### config.mk
export PLATFORM = sky130hd
export DESIGN_NAME = mon_history_buf
export DESIGN_NICKNAME = d
export VERILOG_FILES = /design/src/rtl/test_monitor_pkg.sv /design/src/rtl/mon_history_buf.sv
export SDC_FILE = /design/constraint.sdc
export NUM_CORES = 1
export LEC_CHECK = 0
export CAP_MARGIN = 25
export CORE_MARGIN = 3
export CORE_UTILIZATION = 35
export DETAILED_ROUTE_END_ITERATION = 16
export GPL_TIMING_DRIVEN = 0
export HOLD_SLACK_MARGIN = 0.12
export PLACE_DENSITY = 0.61
export SKIP_LAST_GASP = 1
export SYNTH_ARGS = -nofsm -noshare
export SYNTH_HDL_FRONTEND = slang
export SYNTH_SLANG_ARGS = --single-unit
### constraint.sdc
create_clock -name clk_i -period 6.44 [get_ports clk_i]
set_input_delay 0.644 -clock clk_i [delete_from_list [all_inputs] [get_ports clk_i]]
set_output_delay 0.644 -clock clk_i [all_outputs]
set_load 0.1 [all_outputs]
### src/rtl/test_monitor_pkg.sv
// rtl/test_monitor_pkg.sv - shared state enum, default constants and store record for test_monitor
package test_monitor_pkg;

    typedef enum logic [1:0] {
        MON_IDLE,
        MON_RUN,
        MON_DONE,
        MON_TIMEOUT
    } mon_state_t;

    localparam logic [15:0] DEFAULT_RESULT_ADDR = 16'h0080;
    localparam logic [7:0]  DEFAULT_EXPECT      = 8'h1F;
    localparam int          LOG_DEPTH           = 8;

    typedef struct packed {
        logic [15:0] addr;
        logic [7:0]  data;
    } store_rec_t;

endpackage

### src/rtl/mon_history_buf.sv
// rtl/mon_history_buf.sv - 8-entry circular store history, index 0 reads the most recent entry
module mon_history_buf
    import test_monitor_pkg::*;
(
    input  logic       clk_i,
    input  logic       rst_i,
    input  logic       clr_i,
    input  logic       wr_en_i,
    input  store_rec_t wr_rec_i,
    input  logic [2:0] rd_idx_i,
    output store_rec_t rd_rec_o,
    output logic [3:0] count_o
);

    store_rec_t mem_q [LOG_DEPTH];
    logic [2:0] wptr_q;
    logic [3:0] count_q;

    always_ff @(posedge clk_i or posedge rst_i) begin
        if (rst_i) begin
            wptr_q  <= '0;
            count_q <= '0;
            for (int i = 0; i < LOG_DEPTH; i++) mem_q[i] <= '0;
        end else if (clr_i) begin
            wptr_q  <= '0;
            count_q <= '0;
            for (int i = 0; i < LOG_DEPTH; i++) mem_q[i] <= '0;
        end else if (wr_en_i) begin
            mem_q[wptr_q] <= wr_rec_i;
            wptr_q        <= wptr_q + 3'd1;
            if (count_q != 4'd8) count_q <= count_q + 4'd1;
        end
    end

    // Pointer arithmetic wraps modulo 8, walking backwards from the newest entry.
    assign rd_rec_o = mem_q[wptr_q - 3'd1 - rd_idx_i];
    assign count_o  = count_q;

endmodule

==> metrics.txt, run 1 <==
vias in the first global route 7750; post-layout min period 4.97 ns; worst reg2reg path startpoint wptr_q[0]; DRC Markers 0; WS Path Type input pin to output pin; Port Buffers 33; Detailed Route WL 29.0 mm; slew margin rel. 34.0%; biggest area consumer among synthesized cells dfrtp_1; RSZ-0062 raised after global routing false; first-pass GRT wire length 45.2 mm; Clock Pin Slew Worst Setup and Hold Paths 0.07 ns; FMAX 201 MHz; vias per cell 5.24; period utilization 77.2%; post-cts sizing count 0; CTS tree built; CP arrival 4.33 ns; worst hold start wr_rec_i[12]; Die X 174 um; die area 0.0303 mm^2; Layout area overhead 14.8%; final slew viol count 0; HPWL after DPL 18.9 mm; Worst Hold End mem_q[108]; most frequent cells in the layout 385 x nand2_1, 199 x dfrtp_1, 195 x a21oi_1, 48 x mux4_2, 35 x buf_4; R2R cell count 5; status finished, final reports clean; register area share after synthesis 50.4%; setup ws final 1.47 ns; Routed Antenna Nets 0; CTS Buf Count 17; ratio of cells with drive above 1 in the final layout 16.9%; Yosys reg bits 199; P_leak 4.70 nW; hold_buf cts 0; H-Tree Depth 4; design area 0.0113 mm^2; initial cell density of the core 36.1%; worst hold slack 0.487 ns; PD cells 257 mW/mm^2; grt ovf 0; Mean Syn Cell Area 9.82 um^2; # diodes 0; row cnt 60; RePlAce Congestion 0.801; nets 1094; Root Driver clkbuf_16; clk_skew 0.00780 ns; vias 7546; Peak VDD IR 0.000203 V; hold crit path type input pin to register; Worst setup SP type input pin; buffer count from post-CTS setup fixing 0; DR pass1 iterations 4; worst slew pin tran 0.986 ns; I/O pin count 59; Cell Area, Synth 0.00987 mm^2; post-synth cell types 34; crit end category output pin; clock buffer depth 2; syn nets 1041; Die Y-Extent 174 um; Ys Warns 0; Post-DP Area 0.0107 mm^2; Yosys top cell area share 50.4%; Data required, critical path 5.80 ns; worst slack at placement 1.43 ns; clock sink total 199; hold path depth 3; reg-to-reg setup timing slack 4.45 ns; drt wl/cell 20.1 um; max_cap viols 0; Setup Total Neg Slack 0 ns; worst-path fanout max 10; most common cell after layout, fill and taps aside nand2_1; worst reg2reg path endpoint mem_q[123]; initial antenna violation count 0; Synth Instances 1005; largest net degree at the start of global routing 103; Tot GR Track Use 19.4%; Area contributors post-synth dfrtp_1 50%, nand2_1 15%, mux4_2 11%, a21oi_1 9.9%, buf_4 2.7%; core area 0.0273 mm^2; DRT iter0 DRCs 647; setup violators final 0; Final Hold Viols 0; clk_lat worst skew 0.44 ns
## flip-flops by register name, indices dropped and copies added (netlist names)
signal and count:
mem_q 192, count_o 4, wptr_q 3
## cell families (layout without fill, tap and decap cells)
logic type,after synthesis,count (layout),share of synthesized area (%)
AND/OR/NAND/NOR,411,411,17.1
flip-flops,199,199,50.4
AO/OA/AOI/OAI,198,198,10.0
buffers and inverters,114,178,7.39
multiplexers,73,73,13.8
adder cells (fa/ha/maj),5,5,0.710
XOR/XNOR,5,5,0.520
## worst max-delay path by stage
stage / from / to / slack (ns) / cells after the start
after floorplan: rst_i / count_o[0] / 0.37 / 1
after global placement: rst_i / mem_q[101] / -2.68 / 2
after detailed placement: rd_idx_i[0] / rd_rec_o[22] / 1.43 / 9
after CTS: rd_idx_i[0] / rd_rec_o[22] / 1.43 / 9
after global routing: rd_idx_i[0] / rd_rec_o[12] / 1.34 / 9
final: rd_idx_i[0] / rd_rec_o[12] / 1.47 / 9
## critical path: stages
cell and delay (ns):
clkdlybuf4s50_1 0.46, inv_1 0.04, ha_1 0.19, fa_1 0.55, buf_2 0.35, buf_2 0.41
mux4_2 0.36, mux2_1 0.33, clkdlybuf4s50_1 0.98
## metrics by stage
| step | utilization, % | power, mW | std cells |
|---|---|---|---|
| after floorplan | - | 1.62 | 1005 |
| after global placement | 39.0 | 1.75 | 1410 |
| after detailed placement | 39.2 | 1.76 | 1411 |
| after CTS | 41.5 | 2.93 | 1441 |
| after global routing | 41.5 | 3.01 | 1441 |
| final | 41.5 | 2.91 | 1441 |
## routing by layer
layer,GRT usage [%],vias up,routed length [um]
met3,3.10,38,1620
li1,-,3449,-
met5,0,-,0
met1,26.7,3817,12800
met2,31.6,242,14000
met4,6.03,0,605
## where the power goes
group          total, mW  switching, mW  internal, mW
Combinational      0.436          0.291         0.145
Sequential          1.29         0.0174          1.27
Clock               1.18          0.479         0.705
Total               2.91          0.788          2.13
## final cells by class
cell class                 count  area (um^2)
fill                        2700        16000
timing repair buffer          34          358
clock buffer                  21          460
inverter                       7         33.8
sequential                   199         4980
tap                          372          465
buffer                       107          703
clock inverter                 9          174
multi-input combinational    692         4160
## cells in the mapped netlist (all sizes together)
master     n
nor4b      1
dfrtp    199
nand4bb    3
clkbuf    27
a21oi    195
xnor2      2
and4b      3
ha         4
or4b       1
o21ai      3
nand3b     1
nand2    385
mux2      24
and4bb     3
nand4      2
and4       1
mux4      48
and3b      1
xor2       3
inv        7
nand4b     4
nand3      2
buf       80
nor2       4
mux2i      1
fa         1
Power figures use the tool's default switching activity.
==> inputs of run 2 (changes only) <==
Settings changed: PLACE_DENSITY 0.61 to 0.59.
Clock period 6.44 ns to 4.6 ns, I/O delays scaled along.
==> run 2 against run 1 <==
- sequential share of layout area shrank 0.20 points
- global-route usage about the same
- utilization rose by 0.19 points
- critical path depth is 3 lower
- total power up 36%
- critical path type is now register to output pin
- critical endpoint is now rd_rec_o[3]
- largest cell class unchanged
==> metrics.txt, run 2 (same netlist as run 1, synthesis figures left out) <==
Tot GR Track Use 19.4% (+0.043 points); setup violators final 0 (unchanged); clk_lat worst skew 0.44 ns (about the same); grt ovf 0 (unchanged); Fillers 2720 (+0.74%); Peak VDD IR 0.000236 V (+16%); CTS tree built; H-Tree Depth 4 (unchanged); slew margin rel. 34.9% (+0.86 points); nets 1098 (+0.37%); HPWL after DPL 19.5 mm (+3.1%); Root Driver clkbuf_16; post-layout min period 4.34 ns; Layout area overhead 15.4%; Largest register FFs 192 (unchanged); reg-to-reg setup timing slack 2.64 ns (-1.81 ns); worst-path fanout max 10 (unchanged); Routed Antenna Nets 0 (unchanged); buffer count from post-CTS setup fixing 0 (unchanged); post-cts sizing count 7 (+7); internal power 2.83 mW (+33%); FMAX 230 MHz; WS Path Type register to output pin; PD cells 349 mW/mm^2 (+36%); worst slew pin tran 0.974 ns (-0.0128 ns); Post-DP Area 0.0108 mm^2 (+0.64%); drt wl/cell 20.0 um (-0.70%); RSZ-0062 raised after global routing false; die area 0.0303 mm^2 (unchanged); Seq pwr share 45.5% (+1.1 points); vias per cell 5.20 (-0.64%); first-pass GRT wire length 45.2 mm (about the same); core area 0.0273 mm^2 (unchanged); I/O pin count 59 (unchanged); Clock Pin Slew Worst Setup and Hold Paths 0.08 ns (about the same); Die X 174 um (unchanged); Data required, critical path 4.14 ns (-1.66 ns); clock buffer depth 2 (unchanged); Die Y-Extent 174 um (unchanged); Gate power share 15.5% (+0.5 points); sw frac 28.8% (+1.7 points); Worst Hold End mem_q[122]; Top reg by flops mem_q; vias in the first global route 7612 (-1.8%); DRT iter0 DRCs 704 (+8.8%); initial cell density of the core 36.1% (unchanged); # diodes 0 (unchanged); most common cell after layout, fill and taps aside nand2_1; Port Buffers 33 (unchanged); Detailed Route WL 28.9 mm (-0.29%); DRC Markers 0 (unchanged); row cnt 60 (unchanged); clock sink total 199 (unchanged); DR pass1 iterations 5 (+1); clk_skew 0.0123 ns (+0.00447 ns); most frequent cells in the layout 385 x nand2_1, 199 x dfrtp_1, 195 x a21oi_1, 48 x mux4_2, 35 x buf_4; status finished, final reports clean; Final Power 3.97 mW (+36%); max_cap viols 0 (unchanged); worst reg2reg path endpoint mem_q[123]; design area 0.0114 mm^2 (+0.45%); sw power 1.14 mW (+45%); ratio of cells with drive above 1 in the final layout 17.6% (+0.65 points); R2R cell count 5 (unchanged); Clk pwr share 39.0% (-1.7 points); initial antenna violation count 0 (unchanged); hold_buf cts 0 (unchanged); CTS Buf Count 17 (unchanged); hold path depth 3 (unchanged); final slew viol count 0 (unchanged); CP arrival 3.88 ns (-0.45 ns); crit end category output pin; Worst setup SP type register; period utilization 94.4%; P_leak 4.96 nW (+5.5%); RePlAce Congestion 0.808 (+0.89%); vias 7529 (-0.23%); worst reg2reg path startpoint wptr_q[0]; Setup Total Neg Slack 0 ns (unchanged); worst hold start wr_rec_i[2]; largest net degree at the start of global routing 39 (-62%); Final Hold Viols 0 (unchanged); hold crit path type input pin to register; Core Util, Final 41.7% (+0.19 points)
==> run 2: cell types whose count changed in the layout (fill, tap and decap cells not counted) <==
cell             before  now
buf_16                1    0
buf_12                0    5
inv_6                 0    4
bufinv_16             5    2
dlygate4sd2_1         0    7
clkdlybuf4s50_1      33   14
dlymetal6s2s_1        0   12
clkbuf_1             29   27
clkinvlp_4            0    3
inv_8                 1    0
clkinv_4              1    2
==> run 2: final cells by class <==
type	instances	area (um^2)	area share, %
Clock inverter	13	143	1.25
Tap cell	372	465	4.09
Clock buffer	19	453	3.98
Buffer	107	703	6.17
Sequential cell	199	4980	43.7
Inverter	7	30.0	0.264
Multi-Input combinational cell	692	4160	36.6
Timing Repair Buffer	38	452	3.97
==> run 2: per-stage QoR <==
| stage | hold slack (ns) | setup slack, ns | cells |
|---|---|---|---|
| 6_report | 0.298 | 0.256 | 1447 |
| 5_1_grt | 0.293 | 0.111 | 1447 |
| 4_1_cts | 0.287 | 0.0136 | 1447 |
| 3_5_place_dp | 0.512 | -0.0114 | 1415 |
| 3_3_place_gp | 0.506 | -0.247 | 1410 |
| 2_1_floorplan | 0.497 | 1.55 | 1005 |
==> run 2: worst max-delay path, cell delays in order, from the launching register on <==
cell,delay (ns)
dfrtp_1,0.49
ha_1,0.24
fa_1,0.55
buf_4,0.30
mux4_2,0.55
mux2_1,0.33
clkdlybuf4s50_1,0.98
==> run 2: worst max path at each step <==
stage | cells after the start | startpoint | slack [ns] | to
4_1_cts | 7 | wptr_q[0] | 0.01 | rd_rec_o[5]
2_1_floorplan | 7 | rd_idx_i[0] | 1.55 | rd_rec_o[12]
3_3_place_gp | 2 | rst_i | -0.25 | mem_q[125]
5_1_grt | 6 | wptr_q[0] | 0.11 | rd_rec_o[3]
6_report | 6 | wptr_q[0] | 0.26 | rd_rec_o[3]
3_5_place_dp | 9 | rd_idx_i[0] | -0.01 | rd_rec_o[8]
==> run 2: power groups by stage <==
| stage | sequential (mW) | clock, mW | combinational (mW) |
|---|---|---|---|
| after floorplan | 1.84 | 0 | 0.428 |
| after global placement | 1.84 | 0 | 0.604 |
| after detailed placement | 1.84 | 0 | 0.622 |
| after CTS | 1.81 | 1.57 | 0.621 |
| after global routing | 1.81 | 1.64 | 0.659 |
| final | 1.81 | 1.55 | 0.613 |
==> run 2: routing by layer <==
metal  global-route usage, %  wire [um]
met1                    27.1      12600
met2                    31.4      14000
met3                    3.65       1990
met4                    4.89        327
met5                       0          0
==> inputs of run 3 (changes only) <==
Settings changed: CTS_CLUSTER_DIAMETER set to 150.
==> results of run 3 <==
Final layout, timing and power as in run 2 (identical DEF).
